### src/rtl/mac_divider.sv
`default_nettype none
// ============================================================================
// Module   : mac_divider
// Brief    : Iterative radix-2 restoring divider for the MAC unit. Produces a
//            32-bit signed/unsigned quotient (LO) and remainder (HI) and
//            writes them to one accumulator through the divide write port,
//            deferring around pipeline holds and main-port conflicts.
// Revision : 1.0 - initial release
// ============================================================================
module mac_divider #(
   parameter int DATA_W = 32,
   parameter int ACC_W  = 40
) (
   input  logic              CLK,
   input  logic              RESET_D1_R,
   input  logic              DivStart,
   input  logic              DivSigned,
   input  logic [DATA_W-1:0] DivDividend,
   input  logic [DATA_W-1:0] DivDivisor,
   input  logic [1:0]        DivAcc,
   input  logic              Rhold,
   input  logic              Xcpn,
   input  logic [3:0]        Dest_Acc,
   output logic [ACC_W-1:0]  DDATAHI,
   output logic [ACC_W-1:0]  DDATALO,
   output logic [3:0]        DivDest_C1,
   output logic [3:0]        DivDest_C2,
   output logic              DivBusy
);

   typedef enum logic [1:0] {
      ST_IDLE = 2'd0,
      ST_DIV  = 2'd1,
      ST_FIX  = 2'd2,
      ST_WB   = 2'd3
   } state_t;

   localparam logic [5:0] c_ITER = 6'd32;

   state_t              r_state;
   state_t              w_nstate;
   logic [5:0]          r_cnt;
   logic [DATA_W-1:0]   r_rem;
   logic [DATA_W-1:0]   r_quo;
   logic [DATA_W-1:0]   r_dvs;
   logic [DATA_W-1:0]   r_dvd;
   logic                r_dvd_neg;
   logic                r_dvs_neg;
   logic [1:0]          r_acc;

   logic                w_accept;
   logic                w_wr;
   logic                w_conflict;
   logic [DATA_W-1:0]   w_dvd_mag;
   logic [DATA_W-1:0]   w_dvs_mag;
   logic [DATA_W:0]     w_rem_sh;
   logic [DATA_W:0]     w_diff;
   logic [DATA_W-1:0]   w_q_fix;
   logic [DATA_W-1:0]   w_r_fix;

   // Operand magnitudes; only negative values of a signed divide are negated.
   assign w_dvd_mag = (DivSigned & DivDividend[DATA_W-1]) ? -DivDividend : DivDividend;
   assign w_dvs_mag = (DivSigned & DivDivisor[DATA_W-1])  ? -DivDivisor  : DivDivisor;

   // One restoring step: shift {rem,quo} left and trial-subtract the divisor.
   assign w_rem_sh = {r_rem, r_quo[DATA_W-1]};
   assign w_diff   = w_rem_sh - {1'b0, r_dvs};

   // Sign fix-up; a zero divisor overrides with all-ones quotient and the
   // unmodified dividend as remainder, independent of signedness.
   assign w_q_fix = (r_dvs == '0) ? '1 :
                    ((r_dvd_neg ^ r_dvs_neg) ? -r_quo : r_quo);
   assign w_r_fix = (r_dvs == '0) ? r_dvd :
                    (r_dvd_neg ? -r_rem : r_rem);

   // Main MAC port writing either half of the accumulator we are about to write.
   assign w_conflict = (Dest_Acc[3:2] == r_acc) & (Dest_Acc[1] | Dest_Acc[0]);

   // State register.
   always_ff @(posedge CLK) begin
      if (RESET_D1_R) r_state <= ST_IDLE;
      else            r_state <= w_nstate;
   end

   // Next-state, accept and write-cycle decode.
   always_comb begin
      w_nstate = r_state;
      w_accept = 1'b0;
      w_wr     = 1'b0;
      case (r_state)
         ST_IDLE: begin
            if (DivStart & ~Rhold & ~Xcpn) begin
               w_accept = 1'b1;
               w_nstate = ST_DIV;
            end
         end
         ST_DIV: begin
            if (Xcpn)                w_nstate = ST_IDLE;
            else if (r_cnt == 6'd1)  w_nstate = ST_FIX;
         end
         ST_FIX: begin
            w_nstate = Xcpn ? ST_IDLE : ST_WB;
         end
         ST_WB: begin
            // Once the write cycle is reached, an exception no longer kills it.
            if (~Rhold & ~w_conflict) begin
               w_wr     = 1'b1;
               w_nstate = ST_IDLE;
            end else if (Xcpn) begin
               w_nstate = ST_IDLE;
            end
         end
         default: w_nstate = ST_IDLE;
      endcase
      // A reset cycle never produces a write.
      w_wr = w_wr & ~RESET_D1_R;
   end

   // Operand capture, iteration and sign fix-up datapath.
   always_ff @(posedge CLK) begin
      if (RESET_D1_R) begin
         r_cnt     <= '0;
         r_rem     <= '0;
         r_quo     <= '0;
         r_dvs     <= '0;
         r_dvd     <= '0;
         r_dvd_neg <= 1'b0;
         r_dvs_neg <= 1'b0;
         r_acc     <= '0;
      end else begin
         case (r_state)
            ST_IDLE: begin
               if (w_accept) begin
                  r_acc     <= DivAcc;
                  r_dvd     <= DivDividend;
                  r_dvd_neg <= DivSigned & DivDividend[DATA_W-1];
                  r_dvs_neg <= DivSigned & DivDivisor[DATA_W-1];
                  r_dvs     <= w_dvs_mag;
                  r_rem     <= '0;
                  r_quo     <= w_dvd_mag;
                  r_cnt     <= c_ITER;
               end
            end
            ST_DIV: begin
               r_cnt <= r_cnt - 6'd1;
               if (!w_diff[DATA_W]) begin
                  r_rem <= w_diff[DATA_W-1:0];
                  r_quo <= {r_quo[DATA_W-2:0], 1'b1};
               end else begin
                  r_rem <= w_rem_sh[DATA_W-1:0];
                  r_quo <= {r_quo[DATA_W-2:0], 1'b0};
               end
            end
            ST_FIX: begin
               r_quo <= w_q_fix;
               r_rem <= w_r_fix;
            end
            default: ;
         endcase
      end
   end

   // Results only toggle the write buses during the actual write cycle.
   assign DDATAHI    = w_wr ? {{(ACC_W-DATA_W){1'b0}}, r_rem} : '0;
   assign DDATALO    = w_wr ? {{(ACC_W-DATA_W){1'b0}}, r_quo} : '0;
   assign DivDest_C1 = w_wr ? {r_acc, 2'b11} : 4'b0000;
   assign DivDest_C2 = w_wr ? {r_acc, 2'b11} : 4'b0000;
   assign DivBusy    = (r_state != ST_IDLE);

endmodule
`default_nettype wire

### config.mk
export PLATFORM = sky130hd
export DESIGN_NAME = mac_divider
export DESIGN_NICKNAME = d
export VERILOG_FILES = /design/src/rtl/mac_divider.sv
export SDC_FILE = /design/constraint.sdc
export NUM_CORES = 1
export LEC_CHECK = 0
export CAP_MARGIN = 20
export CELL_PAD_IN_SITES_DETAIL_PLACEMENT = 0
export CELL_PAD_IN_SITES_GLOBAL_PLACEMENT = 2
export CORE_UTILIZATION = 33
export CTS_BUF_LIST = sky130_fd_sc_hd__clkbuf_4 sky130_fd_sc_hd__clkbuf_8 sky130_fd_sc_hd__clkbuf_16
export DETAILED_ROUTE_END_ITERATION = 12
export DONT_BUFFER_PORTS = 1
export HOLD_SLACK_MARGIN = 0.12
export PLACE_DENSITY_LB_ADDON = 0.12
export SKIP_CTS_REPAIR_TIMING = 1
export SYNTH_ARGS = -nofsm -noshare
export SYNTH_HDL_FRONTEND = slang
export SYNTH_SLANG_ARGS = --single-unit
### constraint.sdc
create_clock -name CLK -period 3 [get_ports CLK]
set_clock_uncertainty 0.05 [all_clocks]
set_input_delay 0.6 -clock CLK [delete_from_list [all_inputs] [get_ports CLK]]
set_output_delay 0.6 -clock CLK [all_outputs]
set_load 0.05 [all_outputs]
Word-level counts from Yosys, hierarchy flattened

Cells that the tools add are included.

$add $sub $neg: 6
Equal/unequal tests: 11
Multiplexer cells: 28
Bitwise logic cells: 13
Reductions and logical operators: 10

Operators by type and width:

| operator                                             | count |
|---|---|
| two-way mux 32 bit                                   | 11 |
| one-hot mux 32 bit (3 select lines)                  | 2 |
| negation 32 bit                                      | 4 |
| subtractor 33 x 32 -> 33 bit                         | 1 |
| logical NOT 32 bit                                   | 1 |
| two-way mux 2 bit                                    | 6 |
| != test 3 bit (second input constant)                | 4 |
| one-hot mux 6 bit (2 select lines)                   | 1 |
| AND reduction 3 bit                                  | 3 |
| one-hot mux 2 bit (4 select lines)                   | 1 |
| bitwise AND 1 bit                                    | 7 |
| equality test 6 x 1 -> 1 bit (second input constant) | 1 |
| two-way mux 6 bit                                    | 1 |
| subtractor 6 x 1 -> 6 bit (second input constant)    | 1 |
| two-way mux 1 bit                                    | 5 |
| equality test 2 bit (second input constant)          | 2 |
| two-way mux 4 bit                                    | 1 |
| != test 2 bit (second input constant)                | 2 |
| NOT 1 bit                                            | 4 |
| AND reduction 2 bit                                  | 2 |
| nonzero test 2 bit                                   | 2 |
| nonzero test 3 bit                                   | 1 |
| equality test 2 x 1 -> 1 bit (second input constant) | 1 |
| equality test 2 bit                                  | 1 |
| 3 further kinds                                      | 3 |

Bits in registers: 140
Input port bits: 76
Output and inout port bits: 89
Word-level logic and storage cells: 77

Depth between registers and ports, before layout

Depth in word-level cells: 8
Gate-level depth with buffers: 14
Mapped depth without buffers: 12

Least setup slack after synthesis

OpenSTA, ideal clock, no wires.

Path kind: reg-to-reg
Start point: reg r_quo[31]
End point: reg r_rem[31]
Library setup time: 127 ps
Arrival time: 2917 ps
Required time: 2823 ps
Slack: -95 ps
Stages on the path, launching flop included: 14
Buffers on the path: 1
Period minus slack after synthesis: 3095 ps
Path through: dfxtp_1 > inv_1 > ha_1 > fa_1 > nand2b_1 > a21oi_1 > o21ai_1 > a21bo_1 > a21o_1 > and3_1 > clkbuf_1 > nor3_4 > a2111oi_0 > or3b_1

Longest elaborated chain between the ends: 3

RTL lines:

| what                                | line | RTL |
|---|---|---|
| start: declaration                  | 44   | `logic [DATA_W-1:0] r_quo;` |
| start signal: assignment            | 140  | `r_quo <= w_dvd_mag;` |
| start signal: assignment            | 148  | `r_quo <= {r_quo[DATA_W-2:0], 1'b1};` |
| start signal: assignment            | 151  | `r_quo <= {r_quo[DATA_W-2:0], 1'b0};` |
| subtractor 33 x 32 -> 33 bit        | 67   | `assign w_diff = w_rem_sh - {1'b0, r_dvs};` |
| two-way mux 32 bit                  | 146  | `if (!w_diff[DATA_W]) begin` |
| one-hot mux 32 bit (3 select lines) | 131  | `case (r_state)` |
| end signal: assignment              | 147  | `r_rem <= w_diff[DATA_W-1:0];` |
| end signal: assignment              | 150  | `r_rem <= w_rem_sh[DATA_W-1:0];` |
| end signal: assignment              | 156  | `r_rem <= w_r_fix;` |
| end: declaration                    | 43   | `logic [DATA_W-1:0] r_rem;` |

No other way between the ends.
A chain may end at the register's enable or synchronous reset.

Worst setup path in the final report

Start point: reg r_quo[31]
End point: reg r_rem[1]

Same word-level chain as after synthesis.

==> impl_metrics.py <==
metrics = {
    "power": {
        "power.density_nw_per_um2": 436,
        "ir_worst_vdd_v": 0.000397,
        "cellLeakagePower_uw": 0.00613,
        "power.total_uw": 6950,
    },
    "timing": {
        "hold_viol_final": 0,
        "worst_pin_slew_ns": 0.681,
        "fmax_mhz": 344,
        "slew_viol_final": 0,
        "post-route-period-util_pct": 96.9,
        "worst_slack_ns": 0.0940,
        "slew_headroom_pct": 54.6,
        "fin_crit_ns": 2.91,
        "setup_viol": 0,
        "rsz0062_at_grt": "yes",
    },
    "synth": {
        "yosys.area.top_type": "dfxtp_1",
        "yosysSeqAreaShare_pct": 23.5,
        "synth_top_area_share_pct": 23.5,
        "synth_area_um2": 11900,
        "synth.distinct_cells": 85,
        "async_flop_share_pct": 0,
        "postSynthCellCount": 1703,
        "synthTopCellsByArea": "dfxtp_1, nand2_1, a21oi_1",
        "synth_edf_count": 0,
        "synth_flop_cell": "dfxtp_1",
        "avgSynthCellArea_um2": 6.99,
        "synth-seq-cells": 140,
        "yosysWarningCount": 0,
    },
    "worst_setup_path": {
        "worstPathArrival_ns": 3.23,
        "worstPathCellList": "inv_1 > ha_2 > fa_2 > nand2b_4 > a21oi_4 > o21ai_4 > a21bo_1 > a21o_4 > a21o_1 > nand3_4 > buf_12 > mux2_2 > a21oi_2",
        "max_stage_delay_ns": 0.34,
        "crit_path_max_fanout": 8,
        "endpoint_kind": "flip-flop",
        "required_ns": 3.32,
        "crit_slowest_cell": "fa_2",
        "critPathLaunchType": "flip-flop",
        "path_class": "reg2reg",
    },
    "grt": {
        "grt_max_degree": 142,
        "gr-total-overflow": 0,
        "grt_pass1_wl_um": 68100,
        "antenna_found_initial": 0,
        "grt_pass1_vias": 12200,
        "track_usage_pct": 23.9,
    },
    "cts": {
        "numCtsBuffers": 17,
        "clock_path_buffers": 2,
        "cts.clk_slew.worst_paths_ns": 0.06,
        "cts_sinks": 140,
        "cts_max_level": 4,
        "cts_root_buf": "clkbuf_16",
        "clkLatencyLatePin_ns": 0.45,
        "tritoncts": "done",
    },
    "outcome": {
        "outcome": "completed",
    },
    "routing": {
        "drt-total-wl_um": 43900,
        "routed-via-count": 12900,
        "drt_first_pass_iters": 5,
        "antenna_left": 0,
        "first_iter_violations": 749,
        "wire_per_inst_um": 18.6,
        "drc_errors": 0,
        "vias_per_cell": 5.47,
    },
    "floorplan": {
        "fp-row-count": 69,
        "dieWidth_um": 192,
        "boundaryPins": 165,
        "die_area_um2": 36800,
        "start_util_pct": 33.5,
        "die_h_um": 192,
        "coreArea_um2": 35600,
    },
    "cells_and_area": {
        "nets": 2009,
        "drive_above_1_share_pct": 20.8,
        "syn_to_final_growth_pct": 33.7,
        "final_core_util_pct": 44.7,
    },
    "placement": {
        "pre_cts_slack_ns": -0.176,
        "port_buffers": 0,
        "post-dp-hpwl_um": 32900,
        "gp_congestion": 0.858,
    },
    "min_path": {
        "hold_path_class": "in2reg",
    },
    "flow_run": {
        "maxCapViolCount": 0,
    },
}
[report_power, final]
part	leakage, uW	internal (uW)	switching, uW	total, uW
Sequential	0.00114	1990	125	2120
Clock	0.000296	1330	859	2190
Combinational	0.00469	1140	1510	2640
Total	0.00613	4460	2490	6950
[per-stage QoR]
stage                     setup TNS, ns  area (um^2)  hold slack (ns)  cells
after CTS                         -4.69        15600            0.169   2358
after global routing             -0.150        15900            0.160   2363
after global placement            -2.11        15100            0.390   2327
after floorplan                       0        12000            0.384   1718
final                                 0        15900            0.197   2364
after detailed placement          -3.13        15100            0.395   2327
[area by class of cell]
class                   instances  area (um^2)
multi-input cells            1373         8550
fillers                      3622        19700
clock inverters                 7         87.6
inverters                      72          270
well taps                     461          577
clock buffers                  24          503
repair buffers                286         3130
diodes                          1         2.50
flip-flops and latches        140         2810
[path summary, 6_finish.rpt]
path	start	endpoint	slack (ns)	cells after the start
setup reg to reg	r_quo[31]$_SDFFE_PP0P_	r_rem[1]$_SDFFE_PP0P_	0.09	13
hold / removal	RESET_D1_R	r_state[1]$_SDFFE_PP0P_	0.20	1
hold reg to reg	r_dvd[22]$_SDFFE_PP0P_	r_dvd[22]$_SDFFE_PP0P_	0.41	2
setup / recovery	r_quo[31]$_SDFFE_PP0P_	r_rem[1]$_SDFFE_PP0P_	0.09	13
[cells in the final DEF, fill, tap and decap left out, drive strengths merged, types with 7 or more instances in the layout]
master and count:
a21o 15, or3 23, a311oi 18, and3 11, a21boi 10, nor4 34
nand3b 7, buf 286, nand2 237, xor2 61, nor2 150, mux2i 8
clkbuf 24, nor3 52, a22oi 11, conb 16, or4 12, o22ai 7
a221oi 8, o21ai 117, a221o 9, o31ai 30, xnor2 49, dfxtp 140
nand3 32, o211ai 18, a21oi 156, a31oi 23, a211oi 40, and2 76
nand2b 17, ha 42, inv 71
[synthesized netlist by cell type, drive strengths merged (6+ instances only)]
library cell / instances
a211oi: 40
a21boi: 10
a21o: 15
a21oi: 156
a221o: 9
a221oi: 8
a22oi: 11
a311oi: 18
a31oi: 23
and2: 76
and3: 11
buf: 37
clkbuf: 96
dfxtp: 140
ha: 42
inv: 71
mux2i: 8
nand2: 237
nand2b: 17
nand3: 32
nand3b: 7
nand4: 6
nor2: 150
nor2b: 6
nor3: 52
nor3b: 6
nor4: 34
o211ai: 18
o21ai: 117
o22ai: 7
o31ai: 30
or3: 23
or4: 12
xnor2: 49
xor2: 61
[state kept, by name, summed over array words and instances (netlist names)]
signal	count
r_acc	2
r_cnt	6
r_dvd	32
r_dvd_neg	1
r_dvs	32
r_dvs_neg	1
r_quo	32
r_rem	32
r_state	2
[cells by family (layout without fill, tap and decap cells)]
family	count (synthesis)	count (layout)	share of synthesized area, %
compound gates	511	511	27.4
xor+xnor	110	110	8.09
fa+ha+maj	43	43	4.58
buf+inv	205	389	7.27
flops	140	140	23.5
mux	12	12	1.05
other cells	1	17	0.0315
simple gates	681	681	28.1
[critical path: cells and delay by family, from the launching register on]
family / cells / cell delay, ns
multiplexers: 1 / 0.34
adder cells (fa/ha/maj): 2 / 0.53
buffers and inverters: 2 / 0.18
flip-flops: 1 / 0.33
AND/OR/NAND/NOR: 2 / 0.30
AO/OA/AOI/OAI: 6 / 1.09
[metal layers]
layer  share of wire, %  track usage, %
met1                 47            32.6
met2                 47            39.2
met3                4.5            3.56
met4                1.4            5.49
met5                  0               0
(Power assumes the default switching activity.)
